### src/rtl/stopwatch_pkg.sv
// Shared types and constants for the stopwatch counter.
// Optional feature macro used by stopwatch_counter: STOPWATCH_LAP_EN.
package stopwatch_pkg;

   // state       | meaning
   // ST_IDLE     | count zeroed, waiting for startStop
   // ST_RUNNING  | ticks advance the count
   // ST_PAUSED   | count held, ticks discarded
   typedef enum logic [1:0] {
      ST_IDLE    = 2'd0,
      ST_RUNNING = 2'd1,
      ST_PAUSED  = 2'd2
   } sw_state_e;

   typedef logic [3:0] bcd_t;

   localparam int unsigned HUN_MAX = 99;
   localparam int unsigned SEC_MAX = 59;

   // Binary value 0..99 to a packed pair of BCD digits {tens, ones}.
   function automatic logic [7:0] to_bcd2(input int unsigned v);
      logic [7:0] r;
      r[7:4] = 4'((v / 10) % 10);
      r[3:0] = 4'(v % 10);
      return r;
   endfunction

endpackage

### src/rtl/bcd_digit_pair.sv
// Two-digit BCD counter 00..MAX_VAL. Steps when i_inc and i_cin are both high;
// o_cout flags the step that wraps the pair back to 00 so pairs can be cascaded.
module bcd_digit_pair
   import stopwatch_pkg::*;
#(
   parameter int unsigned MAX_VAL = 99
)
(
   input  logic i_clk,
   input  logic i_rst_n,
   input  logic i_clr,
   input  logic i_inc,
   input  logic i_cin,
   output bcd_t o_tens,
   output bcd_t o_ones,
   output logic o_cout
);

   localparam logic [7:0] MAX_BCD = to_bcd2(MAX_VAL);

   bcd_t r_tens;
   bcd_t r_ones;
   logic w_at_max;
   logic w_step;

   assign w_at_max = ({r_tens, r_ones} == MAX_BCD);
   assign w_step   = i_inc & i_cin;
   assign o_cout   = w_step & w_at_max;
   assign o_tens   = r_tens;
   assign o_ones   = r_ones;

   // Digit registers: synchronous clear has priority over stepping.
   always_ff @(posedge i_clk or negedge i_rst_n) begin
      if (!i_rst_n) begin
         r_tens <= 4'd0;
         r_ones <= 4'd0;
      end else if (i_clr) begin
         r_tens <= 4'd0;
         r_ones <= 4'd0;
      end else if (w_step) begin
         if (w_at_max) begin
            r_tens <= 4'd0;
            r_ones <= 4'd0;
         end else if (r_ones == 4'd9) begin
            r_ones <= 4'd0;
            r_tens <= r_tens + 4'd1;
         end else begin
            r_ones <= r_ones + 4'd1;
         end
      end
   end

endmodule

### src/rtl/stopwatch_counter.sv
// Stopwatch: synchronized 100 Hz tick, run/pause FSM, MM:SS.hh BCD count.
// Optional lap/freeze display enabled by defining STOPWATCH_LAP_EN.
module stopwatch_counter
   import stopwatch_pkg::*;
#(
   parameter int unsigned SYNC_STAGES = 2,
   parameter int unsigned MINUTE_WRAP = 60
)
(
   input  logic inClock,
   input  logic reset,
   input  logic tickIn,
   input  logic startStop,
   input  logic clear,
   input  logic lap,
   output bcd_t minTens,
   output bcd_t minOnes,
   output bcd_t secTens,
   output bcd_t secOnes,
   output bcd_t hunTens,
   output bcd_t hunOnes,
   output logic running,
   output logic lapActive,
   output logic rollover
);

   // state       | meaning
   // ST_IDLE     | count zeroed, waiting for startStop
   // ST_RUNNING  | ticks advance the count
   // ST_PAUSED   | count held, ticks discarded

   if (SYNC_STAGES < 2 || SYNC_STAGES > 3) begin : g_bad_sync
      $error("stopwatch_counter: SYNC_STAGES must be 2..3");
   end
   if (MINUTE_WRAP < 1 || MINUTE_WRAP > 99) begin : g_bad_wrap
      $error("stopwatch_counter: MINUTE_WRAP must be 1..99");
   end

   logic [SYNC_STAGES-1:0] r_sync;
   logic [SYNC_STAGES-1:0] r_fill;
   logic                   r_hist;
   logic                   r_seen_low;
   logic                   w_synced;
   logic                   w_tick;

   sw_state_e r_state;
   sw_state_e w_state_next;
   logic      w_count_en;

   logic r_running;
   logic r_rollover;

   bcd_t w_min_t, w_min_o, w_sec_t, w_sec_o, w_hun_t, w_hun_o;
   logic w_hun_cout, w_sec_cout, w_min_cout;
   logic [23:0] w_live;

   assign w_synced = r_sync[SYNC_STAGES-1];
   // A rising edge only counts once a real low sample has come through the
   // chain, so tickIn held high across reset release is not taken as a tick.
   assign w_tick   = w_synced & ~r_hist & r_seen_low;

   // Synchronizer, history flop and the "seen a real low" qualifier.
   always_ff @(posedge inClock or negedge reset) begin
      if (!reset) begin
         r_sync     <= '0;
         r_fill     <= '0;
         r_hist     <= 1'b0;
         r_seen_low <= 1'b0;
      end else begin
         r_sync     <= {r_sync[SYNC_STAGES-2:0], tickIn};
         r_fill     <= {r_fill[SYNC_STAGES-2:0], 1'b1};
         r_hist     <= w_synced;
         r_seen_low <= r_seen_low | (r_fill[SYNC_STAGES-1] & ~w_synced);
      end
   end

   // FSM state register.
   always_ff @(posedge inClock or negedge reset) begin
      if (!reset) begin
         r_state <= ST_IDLE;
      end else begin
         r_state <= w_state_next;
      end
   end

   // Next state and count enable; clear overrides everything, and the count
   // decision uses the current state so a tick with startStop counts only when
   // leaving RUNNING.
   always_comb begin
      w_state_next = r_state;
      w_count_en   = 1'b0;
      if (clear) begin
         w_state_next = ST_IDLE;
      end else begin
         w_count_en = w_tick & (r_state == ST_RUNNING);
         if (startStop) begin
            case (r_state)
               ST_IDLE:    w_state_next = ST_RUNNING;
               ST_RUNNING: w_state_next = ST_PAUSED;
               ST_PAUSED:  w_state_next = ST_RUNNING;
               default:    w_state_next = ST_IDLE;
            endcase
         end
      end
   end

   bcd_digit_pair #(.MAX_VAL(HUN_MAX)) u_hun (
      .i_clk   (inClock),
      .i_rst_n (reset),
      .i_clr   (clear),
      .i_inc   (w_count_en),
      .i_cin   (1'b1),
      .o_tens  (w_hun_t),
      .o_ones  (w_hun_o),
      .o_cout  (w_hun_cout)
   );

   bcd_digit_pair #(.MAX_VAL(SEC_MAX)) u_sec (
      .i_clk   (inClock),
      .i_rst_n (reset),
      .i_clr   (clear),
      .i_inc   (w_count_en),
      .i_cin   (w_hun_cout),
      .o_tens  (w_sec_t),
      .o_ones  (w_sec_o),
      .o_cout  (w_sec_cout)
   );

   bcd_digit_pair #(.MAX_VAL(MINUTE_WRAP - 1)) u_min (
      .i_clk   (inClock),
      .i_rst_n (reset),
      .i_clr   (clear),
      .i_inc   (w_count_en),
      .i_cin   (w_sec_cout),
      .o_tens  (w_min_t),
      .o_ones  (w_min_o),
      .o_cout  (w_min_cout)
   );

   assign w_live = {w_min_t, w_min_o, w_sec_t, w_sec_o, w_hun_t, w_hun_o};

   // Registered status outputs; the minute carry-out is the full wrap.
   always_ff @(posedge inClock or negedge reset) begin
      if (!reset) begin
         r_running  <= 1'b0;
         r_rollover <= 1'b0;
      end else begin
         r_running  <= (w_state_next == ST_RUNNING);
         r_rollover <= w_min_cout;
      end
   end

   assign running  = r_running;
   assign rollover = r_rollover;

`ifdef STOPWATCH_LAP_EN
   logic        r_lap_active;
   logic [23:0] r_disp;
   logic [23:0] w_show;

   // Lap toggles only while running; a lap in IDLE/PAUSED releases the freeze.
   // The display capture is the count before any tick of the same cycle.
   always_ff @(posedge inClock or negedge reset) begin
      if (!reset) begin
         r_lap_active <= 1'b0;
         r_disp       <= '0;
      end else if (clear) begin
         r_lap_active <= 1'b0;
         r_disp       <= '0;
      end else if (lap) begin
         if (r_state == ST_RUNNING) begin
            r_lap_active <= ~r_lap_active;
            if (!r_lap_active) begin
               r_disp <= w_live;
            end
         end else begin
            r_lap_active <= 1'b0;
         end
      end
   end

   // Output select between two register sets; no input reaches the outputs.
   assign w_show    = r_lap_active ? r_disp : w_live;
   assign lapActive = r_lap_active;
   assign {minTens, minOnes, secTens, secOnes, hunTens, hunOnes} = w_show;
`else
   logic w_lap_unused;

   assign w_lap_unused = lap;
   assign lapActive    = 1'b0;
   assign {minTens, minOnes, secTens, secOnes, hunTens, hunOnes} = w_live;
`endif

endmodule

### config.mk
export PLATFORM = sky130hd
export DESIGN_NAME = stopwatch_counter
export DESIGN_NICKNAME = d
export VERILOG_FILES = /design/src/rtl/stopwatch_pkg.sv /design/src/rtl/bcd_digit_pair.sv /design/src/rtl/stopwatch_counter.sv
export SDC_FILE = /design/constraint.sdc
export NUM_CORES = 1
export LEC_CHECK = 0
export ABC_AREA = 1
export CAP_MARGIN = 20
export CORE_AREA = 4 4 65 67
export DETAILED_ROUTE_END_ITERATION = 10
export DIE_AREA = 0 0 69 71
export PLACE_DENSITY = 0.81
export SLEW_MARGIN = 30
export SYNTH_ARGS = -nofsm -noshare
export SYNTH_HDL_FRONTEND = slang
export SYNTH_SLANG_ARGS = --single-unit
### constraint.sdc
create_clock -name inClock -period 2 [get_ports inClock]
set_clock_uncertainty 0.1 [all_clocks]
set_input_delay 0.4 -clock inClock [delete_from_list [all_inputs] [get_ports inClock]]
set_output_delay 0.4 -clock inClock [all_outputs]
set_load 0.01 [all_outputs]
==> impl_metrics.env <==
export IMPL_status="completed"
export IMPL_routed_via_count=1519
export IMPL_ir_drop_v=0.000468
export IMPL_area_sequential_um2=851
export IMPL_cp_arrival_ns=1.33
export IMPL_cts_resized=0
export IMPL_die_area_mm2=0.00490
export IMPL_syn_inst=216
export IMPL_firstDrtPassIters=6
export IMPL_path_cells="clkdlybuf4s50_1"
export IMPL_r2r_slack_ns=0.31
export IMPL_cts_buffers=5
export IMPL_dieWidth_um=69
export IMPL_synth_async_reset_ratio_pct=100
export IMPL_synth_cell_types=32
export IMPL_synth_edff_count=0
export IMPL_fin_nets=267
export IMPL_timing_rr_start="u_hun.o_ones[1]"
export IMPL_post_route_cells_drive_above_1_share_pct=12.2
export IMPL_min_to="r_fill[1]"
export IMPL_grt_pass1_wl_um=6600
export IMPL_ys_seq_area_share_pct=46.0
export IMPL_synth_nets=230
export IMPL_critPathTopFamily="buffers and inverters"
export IMPL_cap_violations=0
export IMPL_critPathCaptureType="output port"
export IMPL_crit_slowest_cell="clkdlybuf4s50_1"
export IMPL_yosysWarnings=0
export IMPL_final_cells=302
export IMPL_ant_nets=0
export IMPL_finalCriticalPeriod_ns=1.83
export IMPL_setup_ws_ns=0.169
export IMPL_max_clock_freq_mhz=546
export IMPL_postRouteWirelength_um=3760
export IMPL_grt_max_degree=35
export IMPL_clockBufferDepth=2
export IMPL_synthesis_area_mm2=0.00185
export IMPL_reg2regPathDepth=9
export IMPL_synth_top_flop_cell="dfrtp_1"
export IMPL_whs_path_depth=0
export IMPL_cp_max_fo=6
export IMPL_coreArea_mm2=0.00363
export IMPL_finalSetupViolCount=0
export IMPL_ctsHoldBuffers=0
export IMPL_n_antenna_cell=0
export IMPL_slowest_delay_ns=0.58
export IMPL_start_util_pct=50.9
export IMPL_gp_congestion=0.784
export IMPL_p_leak_nw=1.10
export IMPL_critPathKind="reg2out"
export IMPL_cts_max_level=2
export IMPL_drc=0
export IMPL_finalSetupTns_ns=0
export IMPL_multi_input_area_um2=861
export IMPL_rsz0062_at_grt="no"
export IMPL_clk_latency_ns=0.29
export IMPL_cts_tree="built"
export IMPL_wl_per_cell_um=12.5
export IMPL_avgSynthCellArea_um2=8.56
export IMPL_die_y_um=71
export IMPL_power_density_mw_per_mm2=796
export IMPL_area_growth_pct=25.6
export IMPL_period_share_pct=91.6
export IMPL_critPathLaunchType="flop"
export IMPL_dp_slack_ns=0.146
export IMPL_crit_required_ns=1.50
export IMPL_crit_buf_inv=1
export IMPL_hp_class="reg2reg"
export IMPL_hold_violations=0
export IMPL_grt_pass1_vias=1526
export IMPL_cts_sinks=34
export IMPL_final_max_slew_violation_count=0
export IMPL_cts_root_buf="clkbuf_8"
export IMPL_ys_ff_latch=34
export IMPL_routed_via_density=5.03
export IMPL_clk_pin_slew_ns=0.07
export IMPL_rows=22
export IMPL_r2r_end="u_min.o_tens[1]"
export IMPL_num_fill_cells=322
export IMPL_antenna_found_initial=0
export IMPL_overflow=0
export IMPL_place_port_buffers=30
export IMPL_top_level_ports=33
export IMPL_place_hpwl_um=2630
export IMPL_postCtsSetupBuffers=0
export IMPL_min_from="r_fill[0]"
export IMPL_drtIter0Drc=68
export IMPL_dp_cells=294
export IMPL_grt_total_usage_pct=16.8
## cells by family after synthesis
logic type	synth area share (%)
flip-flops	46.0
other	0.406
adder cells (fa/ha/maj)	5.42
AND/OR/NAND/NOR	28.5
buffers and inverters	7.38
AO/OA/AOI/OAI	8.94
XOR/XNOR	3.32
## report_power, final
group | switching, mW | internal [mW]
clock network | 0.254 | 0.348
logic | 0.201 | 0.203
registers | 0.0899 | 0.754
## per-stage QoR
| step | power, mW | utilization [%] | hold slack [ns] | instance area, um^2 |
|---|---|---|---|---|
| 3_3_place_gp | 1.24 | 60.8 | 0.235 | 2210 |
| 3_5_place_dp | 1.25 | 60.8 | 0.240 | 2210 |
| 4_1_cts | 1.86 | 63.9 | 0.256 | 2320 |
| 6_report | 1.85 | 63.9 | 0.254 | 2320 |
| 5_1_grt | 1.95 | 63.9 | 0.269 | 2320 |
| 2_1_floorplan | 1.06 | - | 0.00441 | 1850 |
## area by class of cell
cell class,instances,share of cell area [%]
Clock buffer,8,4.74
Inverter,31,5.01
Multi-Input combinational cell,148,37.1
Sequential cell,34,36.7
Tap cell,48,2.59
Timing Repair Buffer,33,13.9
## routing by layer
metal | routed length [um] | vias to the layer above | part of all wire, % | global-route usage, %
met4 | 80 | 0 | 2.1 | 8.68
met1 | 1710 | 729 | 45 | 20.1
met5 | 0 | - | 0 | 0
li1 | - | 757 | - | -
met3 | 139 | 7 | 3.7 | 4.40
met2 | 1830 | 26 | 49 | 27.9
## layout by cell type, fill, tap and decap left out, types with 4 or more instances in the layout
cell	instances
nand2_1	43
nand2_4	4
clkdlybuf4s50_1	30
dfrtp_1	34
ha_1	8
nor2_1	16
o21ai_0	8
inv_1	29
o21ai_2	4
nor3_1	4
o21ai_1	5
clkbuf_8	8
nand3_1	24
nand4_1	4
xor2_1	6
## state kept, by name (all words and copies together), names as in the netlist
name / count
u_sec.o_ones: 4
u_sec.o_tens: 4
r_hist: 1
running: 1
u_hun.o_ones: 4
u_min.o_ones: 4
r_sync: 2
rollover: 1
u_min.o_tens: 4
u_hun.o_tens: 4
r_seen_low: 1
r_fill: 2
r_state: 2
## worst max path at each step
stage                     slack, ns              end            start  cells past startpoint
final                          0.17       minTens[0]  u_min.o_tens[0]                      1
after global routing           0.11       secTens[0]  u_sec.o_tens[0]                      1
after detailed placement       0.15  u_sec.o_tens[1]            clear                      5
after floorplan                0.46  u_sec.o_tens[0]  u_hun.o_ones[1]                      9
after global placement         0.16  u_sec.o_tens[1]            clear                      5
after CTS                      0.16       minTens[0]  u_min.o_tens[0]                      1
## Yosys cell counts (all sizes together) (3+ instances only)
master,number,area share (%)
ha,8,5.4
nand4,4,1.4
xor2,6,2.8
dfrtp,34,46
o21ai,17,5.4
buf,3,1.1
nand3,26,7.6
nor3,4,1.1
nand2,51,13
nor2,19,4.5
inv,31,6.3
No activity file was read; power rests on OpenSTA's default activity.
